## src/rtl/decode_pkg.sv

```systemverilog
// Shared encodings for the decode stage: opcodes, ALU operation codes, one-hot type
// bit positions, immediate formats and the skid-buffer state encoding.
package decode_pkg;

    localparam logic [6:0] OP_OP     = 7'h33;
    localparam logic [6:0] OP_IMM    = 7'h13;
    localparam logic [6:0] OP_LOAD   = 7'h03;
    localparam logic [6:0] OP_JALR   = 7'h67;
    localparam logic [6:0] OP_STORE  = 7'h23;
    localparam logic [6:0] OP_BRANCH = 7'h63;
    localparam logic [6:0] OP_LUI    = 7'h37;
    localparam logic [6:0] OP_AUIPC  = 7'h17;
    localparam logic [6:0] OP_JAL    = 7'h6f;

    // alu_op is {funct3, alt}; these are the fixed codes for non-ALU opcodes
    localparam logic [3:0] ALU_ADD   = 4'b0000;
    localparam logic [3:0] ALU_SUB   = 4'b0001;
    localparam logic [3:0] ALU_PASSB = 4'b1111;

    localparam int T_R = 5;
    localparam int T_I = 4;
    localparam int T_S = 3;
    localparam int T_B = 2;
    localparam int T_U = 1;
    localparam int T_J = 0;

    typedef enum logic [2:0] {
        FMT_NONE = 3'd0,
        FMT_R    = 3'd1,
        FMT_I    = 3'd2,
        FMT_S    = 3'd3,
        FMT_B    = 3'd4,
        FMT_U    = 3'd5,
        FMT_J    = 3'd6
    } fmt_t;

    typedef enum logic [1:0] {
        SKID_EMPTY = 2'd0,
        SKID_ONE   = 2'd1,
        SKID_TWO   = 2'd2
    } skid_state_t;

    typedef struct packed {
        logic [5:0] typ;
        logic [3:0] alu_op;
        logic [6:0] opcode;
        logic [4:0] rd;
        logic [4:0] rs1;
        logic [4:0] rs2;
        logic [2:0] funct3;
        logic       rd_we;
        logic       mext;
        logic       illegal;
    } dec_t;

    function automatic logic [5:0] fmt_onehot(input fmt_t fmt);
        logic [5:0] t;
        t = '0;
        case (fmt)
            FMT_R:   t[T_R] = 1'b1;
            FMT_I:   t[T_I] = 1'b1;
            FMT_S:   t[T_S] = 1'b1;
            FMT_B:   t[T_B] = 1'b1;
            FMT_U:   t[T_U] = 1'b1;
            FMT_J:   t[T_J] = 1'b1;
            default: t = '0;
        endcase
        return t;
    endfunction

endpackage

```

## src/rtl/decode_stage_imm_gen.sv

```systemverilog
// Immediate generator: assembles the format-specific immediate and sign-extends it to XLEN.
// Opcode bits are not needed here, so only instr[31:7] is taken.
module decode_stage_imm_gen
    import decode_pkg::*;
#(
    parameter int XLEN = 32
) (
    input  logic [31:7]     instr,
    input  fmt_t            fmt,
    output logic [XLEN-1:0] imm
);

    logic [31:0] imm32;

    always_comb begin
        imm32 = '0;
        case (fmt)
            FMT_I:   imm32 = {{20{instr[31]}}, instr[31:20]};
            FMT_S:   imm32 = {{20{instr[31]}}, instr[31:25], instr[11:7]};
            FMT_B:   imm32 = {{19{instr[31]}}, instr[31], instr[7], instr[30:25], instr[11:8], 1'b0};
            FMT_U:   imm32 = {instr[31:12], 12'b0};
            FMT_J:   imm32 = {{11{instr[31]}}, instr[31], instr[19:12], instr[20], instr[30:21], 1'b0};
            default: imm32 = '0;
        endcase
        // fill everything with the sign, then overlay the low word
        imm        = {XLEN{imm32[31]}};
        imm[31:0]  = imm32;
    end

endmodule

```

## src/rtl/decode_stage.sv

```systemverilog
// Instruction decode stage with a 2-entry skid buffer, flush and illegal flagging.
// Define DECODE_MEXT_EN to accept M-extension (funct7=0000001) encodings on OP.
//
// state      | meaning
// SKID_EMPTY | no buffered bundle, out_valid=0
// SKID_ONE   | one bundle at the output head
// SKID_TWO   | head plus one skid entry, in_ready=0
module decode_stage
    import decode_pkg::*;
#(
    parameter int XLEN = 32
) (
    input  logic            clk,
    input  logic            rst,
    input  logic            flush,
    input  logic            in_valid,
    output logic            in_ready,
    input  logic [31:0]     in_instr,
    input  logic [XLEN-1:0] in_pc,
    output logic            out_valid,
    input  logic            out_ready,
    output logic [XLEN-1:0] out_pc,
    output logic [5:0]      out_type,
    output logic [3:0]      out_alu_op,
    output logic [6:0]      out_opcode,
    output logic [4:0]      out_rd,
    output logic [4:0]      out_rs1,
    output logic [4:0]      out_rs2,
    output logic [2:0]      out_funct3,
    output logic [XLEN-1:0] out_imm,
    output logic            out_rd_we,
    output logic            out_mext,
    output logic            out_illegal
);

`ifdef DECODE_MEXT_EN
    localparam bit MEXT_EN = 1'b1;
`else
    localparam bit MEXT_EN = 1'b0;
`endif

    logic [6:0]      opcode;
    logic [2:0]      f3;
    logic [6:0]      f7;
    fmt_t            fmt;
    logic [3:0]      alu;
    logic            mext;
    dec_t            dec_in;
    logic [XLEN-1:0] imm_in;

    assign opcode = in_instr[6:0];
    assign f3     = in_instr[14:12];
    assign f7     = in_instr[31:25];

    always_comb begin
        fmt  = FMT_NONE;
        alu  = ALU_ADD;
        mext = 1'b0;
        case (opcode)
            OP_OP: begin
                if (f7 == 7'b0000000 || (f7 == 7'b0100000 && (f3 == 3'b000 || f3 == 3'b101))) begin
                    fmt = FMT_R;
                    alu = {f3, f7[5]};
                end else if (MEXT_EN && f7 == 7'b0000001) begin
                    fmt  = FMT_R;
                    alu  = {f3, 1'b0};
                    mext = 1'b1;
                end
            end
            OP_IMM: begin
                fmt = FMT_I;
                alu = {f3, (f3 == 3'b101) & in_instr[30]};
            end
            OP_LOAD, OP_JALR: fmt = FMT_I;
            OP_STORE:         fmt = FMT_S;
            OP_BRANCH: begin
                fmt = FMT_B;
                alu = ALU_SUB;
            end
            OP_LUI: begin
                fmt = FMT_U;
                alu = ALU_PASSB;
            end
            OP_AUIPC:         fmt = FMT_U;
            OP_JAL:           fmt = FMT_J;
            default:          fmt = FMT_NONE;
        endcase

        dec_in         = '0;
        dec_in.typ     = fmt_onehot(fmt);
        dec_in.alu_op  = alu;
        dec_in.opcode  = opcode;
        dec_in.rd      = in_instr[11:7];
        dec_in.rs1     = in_instr[19:15];
        dec_in.rs2     = in_instr[24:20];
        dec_in.funct3  = f3;
        dec_in.rd_we   = (fmt == FMT_R || fmt == FMT_I || fmt == FMT_U || fmt == FMT_J)
                         && (in_instr[11:7] != 5'd0);
        dec_in.mext    = mext;
        dec_in.illegal = (fmt == FMT_NONE);
    end

    decode_stage_imm_gen #(.XLEN(XLEN)) u_imm_gen (
        .instr (in_instr[31:7]),
        .fmt   (fmt),
        .imm   (imm_in)
    );

    skid_state_t     state;
    dec_t            ent0, ent1;
    logic [XLEN-1:0] pc0, pc1, imm0, imm1;
    logic            accept, drain;

    assign accept = in_valid & in_ready;
    assign drain  = out_valid & out_ready;

    always_ff @(posedge clk) begin
        if (rst) begin
            state     <= SKID_EMPTY;
            in_ready  <= 1'b0;
            out_valid <= 1'b0;
            ent0      <= '0;
            ent1      <= '0;
            pc0       <= '0;
            pc1       <= '0;
            imm0      <= '0;
            imm1      <= '0;
        end else if (flush) begin
            state     <= SKID_EMPTY;
            in_ready  <= 1'b1;
            out_valid <= 1'b0;
        end else begin
            case (state)
                SKID_EMPTY: begin
                    in_ready <= 1'b1;
                    if (accept) begin
                        ent0      <= dec_in;
                        pc0       <= in_pc;
                        imm0      <= imm_in;
                        out_valid <= 1'b1;
                        state     <= SKID_ONE;
                    end
                end
                SKID_ONE: begin
                    if (accept && drain) begin
                        ent0 <= dec_in;
                        pc0  <= in_pc;
                        imm0 <= imm_in;
                    end else if (accept) begin
                        ent1     <= dec_in;
                        pc1      <= in_pc;
                        imm1     <= imm_in;
                        in_ready <= 1'b0;
                        state    <= SKID_TWO;
                    end else if (drain) begin
                        out_valid <= 1'b0;
                        state     <= SKID_EMPTY;
                    end
                end
                SKID_TWO: begin
                    // in_ready is low here, so only the head can move
                    if (drain) begin
                        ent0     <= ent1;
                        pc0      <= pc1;
                        imm0     <= imm1;
                        in_ready <= 1'b1;
                        state    <= SKID_ONE;
                    end
                end
                default: begin
                    state     <= SKID_EMPTY;
                    in_ready  <= 1'b1;
                    out_valid <= 1'b0;
                end
            endcase
        end
    end

    assign out_pc      = pc0;
    assign out_imm     = imm0;
    assign out_type    = ent0.typ;
    assign out_alu_op  = ent0.alu_op;
    assign out_opcode  = ent0.opcode;
    assign out_rd      = ent0.rd;
    assign out_rs1     = ent0.rs1;
    assign out_rs2     = ent0.rs2;
    assign out_funct3  = ent0.funct3;
    assign out_rd_we   = ent0.rd_we;
    assign out_mext    = ent0.mext;
    assign out_illegal = ent0.illegal;

endmodule

```

## config.mk

```make
export PLATFORM = sky130hd
export DESIGN_NAME = decode_stage
export DESIGN_NICKNAME = d
export VERILOG_FILES = /design/src/rtl/decode_pkg.sv /design/src/rtl/decode_stage_imm_gen.sv /design/src/rtl/decode_stage.sv
export SDC_FILE = /design/constraint.sdc
export NUM_CORES = 1
export LEC_CHECK = 0
export CAP_MARGIN = 15
export CELL_PAD_IN_SITES_DETAIL_PLACEMENT = 1
export CELL_PAD_IN_SITES_GLOBAL_PLACEMENT = 2
export CORE_UTILIZATION = 30
export DETAILED_ROUTE_END_ITERATION = 8
export GPL_ROUTABILITY_DRIVEN = 0
export PLACE_DENSITY = 0.77
export SETUP_SLACK_MARGIN = 0.05
export SLEW_MARGIN = 20
export SYNTH_ARGS = -nofsm -noshare
export SYNTH_HDL_FRONTEND = slang
export SYNTH_SLANG_ARGS = --single-unit
```

## constraint.sdc

```tcl
create_clock -name clk -period 3.7 [get_ports clk]
set_clock_uncertainty 0.15 [all_clocks]
set_input_delay 0.74 -clock clk [delete_from_list [all_inputs] [get_ports clk]]
set_output_delay 0.74 -clock clk [all_outputs]
set_load 0.01 [all_outputs]
```

==> out/qor.csv, run 1 <==
metric,value,unit
outcome,completed,
Clock Sinks,206,
initial antenna violation count,0,
commonest cells in the netlist,"300 x nand2_1, 206 x dfxtp_1, 108 x nor2_1",
predominant post-synthesis flop cell,dfxtp_1,
fill count,3393,
H-tree Lvls,1,
layout cells sized above 1,0.105,
Max stage delay on crit path,0.55,ns
worst endpoint required time,3.99,ns
Area Overhead vs Synth,35.1,%
post-CTS sizing,0,
hold_buf cts,0,
Crit path arrival time,3.51,ns
count of buffers from port buffering,171,
Residual DRC,0,
dpl cells,1617,
Horiz. Die Dim,174,um
Max-slew headroom,0.374,
P per Cell Area,430,nW/um2
CP endpoint kind,flip-flop,
setup violators final,0,
Routed WL per cell,18.6,um
Die Area,30300,um2
VDD IR-drop max,0.272,mV
Site Rows,62,
Tot GR Track Use,0.200,
Synth area leader,dfxtp_1,
crit path time final,3.22,ns
post-synthesis async set-or-reset flop share,0,
most common cell in the synthesized netlist,nand2_1,
antenna-violating nets left,0,
worst-case clock buffer depth,3,
final std cells w/o fill,1660,
clk slew on worst S/H paths,0.06,ns
CTS tree,done,
CP cell instances,"clkdlybuf4s50_1, xor2_1, o21ai_0, nand3_1, a21boi_0, o211ai_1, ha_1, buf_4, inv_1, a22oi_2, buf_12, a21oi_1, a211oi_1",
drt first-iter violations,400,
leakage,4.02,nW
Initial Util,0.307,
worst min path class,flip-flop to flip-flop,
fin crit share,0.871,
Num CTS Buffers,24,
yosys warns,0,
router iterations before antenna repair,4,
post-DP HPWL,20.5,mm
Via density,5.20,
Critical Path Fanout Max,20,
Post-synth EDFFs,0,
clock latency at the later pin of the worst-skew pair,0.53,ns
# nets final,1332,
Max Cap Viol,0,
"Seq/Total Area, Yosys",0.464,
Yosys top cell area share,0.464,
total setup buffers inserted after CTS,0,
Core Area,28900,um2
vias in the first global route,8583,
Die Y,174,um
final WL,30.9,mm
Synth cell types,60,
"Cell Area, Synth",8890,um2
root buffer cell,clkbuf_16,
"slowest stage cell, crit path",clkdlybuf4s50_1,
ant diodes,0,
Synth area leaders,"dfxtp_1 46%, nand2_1 13%, a311oi_1 6.8%",
Syn Inst Count,1101,
CP Launch Type,primary input,
Synth Register Bits,206,
I/O pin cnt,173,
Fin. Hold Viols,0,
via count,8625,
total congestion overflow,0,
Avg Inst Size Synth,8.07,um2
pin slew with the least headroom to its limit,0.938,ns
largest net degree at the start of global routing,86,
Final Slew Violations,0,
FF-to-FF setup slack,1.27,ns
WHS,0.304,ns
CP Class,primary input to flip-flop,
RSZ-0062 raised after global routing,false,
Highest Clock Rate,310,MHz
first-pass GRT wire length,48.9,mm
Synth Net Count,1174,
[layer usage]
metal,global-route usage,wire length [um]
met1,0.264,14400
met2,0.328,14300
met3,0.0440,1550
met4,0.0548,669
met5,0,0
[area by class of cell]
| cell class | instances | area, um2 | area share |
|---|---|---|---|
| clock buffer | 37 | 711 | 0.0592 |
| clock inverter | 6 | 55.1 | 0.00458 |
| inverter | 4 | 15.0 | 0.00125 |
| multi-input combinational | 789 | 4350 | 0.362 |
| sequential | 206 | 4120 | 0.343 |
| tap | 384 | 480 | 0.0400 |
| timing repair buffer | 234 | 2270 | 0.189 |
[worst paths after layout]
kind,startpoint,to,depth (start not counted)
worst min register to register,pc1[19]$_SDFFE_PP0P_,pc1[19]$_SDFFE_PP0P_,2
worst max-delay path,in_instr[14],imm1[15]$_SDFFE_PP0P_,13
worst min-delay path,pc1[19]$_SDFFE_PP0P_,pc1[19]$_SDFFE_PP0P_,2
worst max register to register,state[0]$_SDFFE_PP0P_,out_alu_op[3]$_SDFFE_PP0P_,6
[cells by family (layout without fill, tap and decap cells)]
family / Yosys count / after routing / synth area share
AND/OR/NAND/NOR: 463 / 463 / 0.214
buffers and inverters: 106 / 281 / 0.0504
XOR/XNOR: 2 / 2 / 0.00197
other: 1 / 1 / 0.000422
flip-flops: 206 / 206 / 0.464
adder cells (fa/ha/maj): 4 / 4 / 0.00563
multiplexers: 1 / 1 / 0.00113
AO/OA/AOI/OAI: 318 / 318 / 0.262
[power breakdown]
group	internal (W)	switching, W
combinational	0.000245	0.000271
clock	0.00138	0.000957
sequential	0.00228	0.0000346
[placed cells by master (no fill, tap or decap), drive strengths merged, types with 3 or more instances in the layout]
master | Yosys | routed
nand2 | 300 | 300
dfxtp | 206 | 206
clkdlybuf4s50 | 0 | 170
nor2 | 108 | 108
a21oi | 100 | 100
a311oi | 78 | 78
buf | 36 | 64
o21ai | 44 | 44
clkbuf | 66 | 37
a211oi | 19 | 19
a221oi | 16 | 16
nand3 | 11 | 11
o211ai | 10 | 10
nor3 | 10 | 10
o22ai | 9 | 9
and3 | 8 | 8
o2111ai | 8 | 8
or3 | 7 | 7
o311ai | 7 | 7
clkinv | 0 | 5
a21o | 4 | 4
a31oi | 4 | 4
inv | 4 | 4
ha | 4 | 4
nand2b | 3 | 3
a22oi | 3 | 3
a21boi | 3 | 3
[critical path, delay by kind of cell]
family | cells | cell delay, ns
AO/OA/AOI/OAI | 6 | 1.09
XOR/XNOR | 1 | 0.24
adder cells (fa/ha/maj) | 1 | 0.23
buffers and inverters | 4 | 1.07
AND/OR/NAND/NOR | 1 | 0.13
[metrics by stage]
stage	utilization	TNS, ns	setup slack [ns]	cell area, um2	total power, W
CTS	0.415	0	0.472	12000	0.00524
finish	0.415	0	0.479	12000	0.00517
floorplan	-	0	0.689	8890	0.00257
global route	0.415	0	0.271	12000	0.00536
detailed placement	0.389	-0.0850	-0.0558	11200	0.00288
global placement	0.389	0	0.0169	11200	0.00287
[state kept, by name, summed over array words and instances (netlist names), 6 cells and up]
register	count
out_pc	32
out_imm	32
pc1	32
out_type	6
out_opcode	7
imm1	32
ent1	37
Note: power is estimated with default switching activity, not from simulation.
==> run 2, diff against run 1 <==
--- a/config.mk
+++ b/config.mk
@@ -11,7 +11,7 @@
 export CORE_UTILIZATION = 30
 export DETAILED_ROUTE_END_ITERATION = 8
 export GPL_ROUTABILITY_DRIVEN = 0
-export PLACE_DENSITY = 0.77
+export PLACE_DENSITY_LB_ADDON = 0.1
 export SETUP_SLACK_MARGIN = 0.05
 export SLEW_MARGIN = 20
 export SYNTH_ARGS = -nofsm -noshare
==> out/qor.csv, run 2 (synthesized netlist as in run 1, its figures left out) <==
metric,value,unit
buffers plus inverters on the worst setup path,2,
CP Class,primary input to flip-flop,
root buffer cell,clkbuf_16,
outcome,completed,
CP endpoint kind,flip-flop,
"commonest non-fill, non-tap cell in the layout",nand2_1,
layout cells sized above 1,0.105,
clock latency at the later pin of the worst-skew pair,0.52,ns
CP cell instances,"clkdlybuf4s50_1, nor4_1, buf_4, nand3_1, a21boi_0, o211ai_1, ha_1, nand2_1, a211oi_1, a211oi_2, o211ai_1",
worst-case clock buffer depth,3,
final setup margin,0.378,ns
router iterations before antenna repair,4,
final core occ,0.416,
# nets final,1333,
total congestion overflow,0,
first-pass GRT wire length,48.7,mm
Biggest register,ent1,
Worst Min Path Start,imm1[8]$_SDFFE_PP0P_,
RSZ-0062 raised after global routing,false,
drt first-iter violations,436,
worst endpoint required time,3.91,ns
Max Cap Viol,0,
clk slew on worst S/H paths,0.06,ns
area of the multi-input gates,4350,um2
Via density,5.12,
Die Area,30300,um2
setup violators final,0,
number of flip-flops in the largest register,37,
Tot GR Track Use,0.201,
Highest Clock Rate,301,MHz
RR Endpoint,out_imm[13]$_SDFFE_PP0P_,
crit path time final,3.32,ns
Area Overhead vs Synth,35.4,%
fill count,3397,
Critical Path Stages,11,
CTS tree,done,
VDD IR-drop max,0.253,mV
Reg2Reg Launch Point,state[0]$_SDFFE_PP0P_,
Max-slew headroom,0.428,
pre-CTS setup slack,-0.149,ns
via count,8483,
Final Slew Violations,0,
H-tree Lvls,1,
Initial Util,0.307,
FF-to-FF setup slack,1.02,ns
I/O pin cnt,173,
Clock Sinks,206,
post-DP HPWL,20.3,mm
WHS,0.303,ns
Die Y,174,um
P per Cell Area,427,nW/um2
Horiz. Die Dim,174,um
cells on worst reg2reg path,7,
Crit path arrival time,3.53,ns
post-CTS sizing,0,
Residual DRC,0,
Site Rows,62,
Routed WL per cell,18.5,um
Worst Hold End,imm1[8]$_SDFFE_PP0P_,
final WL,30.6,mm
Num CTS Buffers,25,
worst min path class,flip-flop to flip-flop,
register area,4120,um2
count of buffers from port buffering,171,
Critical Path Fanout Max,8,
vias in the first global route,8462,
worst hold path stage count,2,
ant diodes,0,
Fin. Hold Viols,0,
leakage,4.02,nW
Max stage delay on crit path,0.70,ns
largest net degree at the start of global routing,103,
CP dominant cell by count,o211ai_1,
pin slew with the least headroom to its limit,0.858,ns
family with the most delay on the worst path,compound AO/OA/AOI/OAI gates,
fin crit share,0.898,
CP Launch Type,primary input,
hold_buf cts,0,
highest-count cells in the layout ignoring fill and taps,"299 x nand2_1, 206 x dfxtp_1, 170 x clkdlybuf4s50_1, 108 x nor2_1, 99 x a21oi_1",
antenna-violating nets left,0,
"slowest stage cell, crit path",a211oi_2,
initial antenna violation count,0,
total setup buffers inserted after CTS,0,
Core Area,28900,um2
-- run 2: cell types whose count changed in the layout (fill, tap and decap cells not counted) --
cell,change
buf_12,+3
buf_4,-3
clkbuf_1,-2
clkbuf_8,-1
clkinvlp_4,+1
-- run 2: worst max path at each step --
stage | from | endpoint
6_report | in_instr[25] | out_imm[18]$_SDFFE_PP0P_
5_1_grt | in_instr[25] | imm1[16]$_SDFFE_PP0P_
4_1_cts | in_instr[25] | imm1[16]$_SDFFE_PP0P_
3_5_place_dp | in_instr[25] | imm1[16]$_SDFFE_PP0P_
3_3_place_gp | in_instr[25] | out_imm[18]$_SDFFE_PP0P_
2_1_floorplan | in_instr[12] | imm1[12]$_SDFFE_PP0P_
-- run 2: layout make-up --
class                           instances  share of cell area
Clock buffer                           34              0.0573
Clock inverter                          7             0.00520
Inverter                                4             0.00125
Multi-Input combinational cell        789               0.362
Sequential cell                       206               0.343
Tap cell                              384              0.0399
Timing Repair Buffer                  234               0.192
-- run 2: power by group --
part	internal, W	switching (W)
registers	0.00228	0.0000351
logic	0.000248	0.000267
clock network	0.00136	0.000955
-- run 2: metal layers --
layer,GRT usage,vias up,part of all wire
li1,-,4213,-
met1,0.287,4096,0.49
met2,0.324,146,0.46
met3,0.0282,28,0.038
met4,0.0351,0,0.015
met5,0,-,0
-- run 2: metrics by stage --
| step | setup TNS [ns] | power [W] | std cells | instance area, um2 |
|---|---|---|---|---|
| 5_1_grt | 0 | 0.00535 | 1658 | 12000 |
| 4_1_cts | 0 | 0.00522 | 1658 | 12000 |
| 2_1_floorplan | 0 | 0.00257 | 1101 | 8890 |
| 6_report | 0 | 0.00514 | 1658 | 12000 |
| 3_5_place_dp | -1.93 | 0.00288 | 1617 | 11300 |
| 3_3_place_gp | -0.647 | 0.00288 | 1617 | 11300 |
-- run 2: worst reg2reg max path: cells and delay by family (launching register included) --
kind,cells,cell delay [ns]
AOI/OAI and AO/OA,3,0.54
buffers and inverters,2,0.76
and+or+nand+nor,2,0.63
DFF,1,0.45
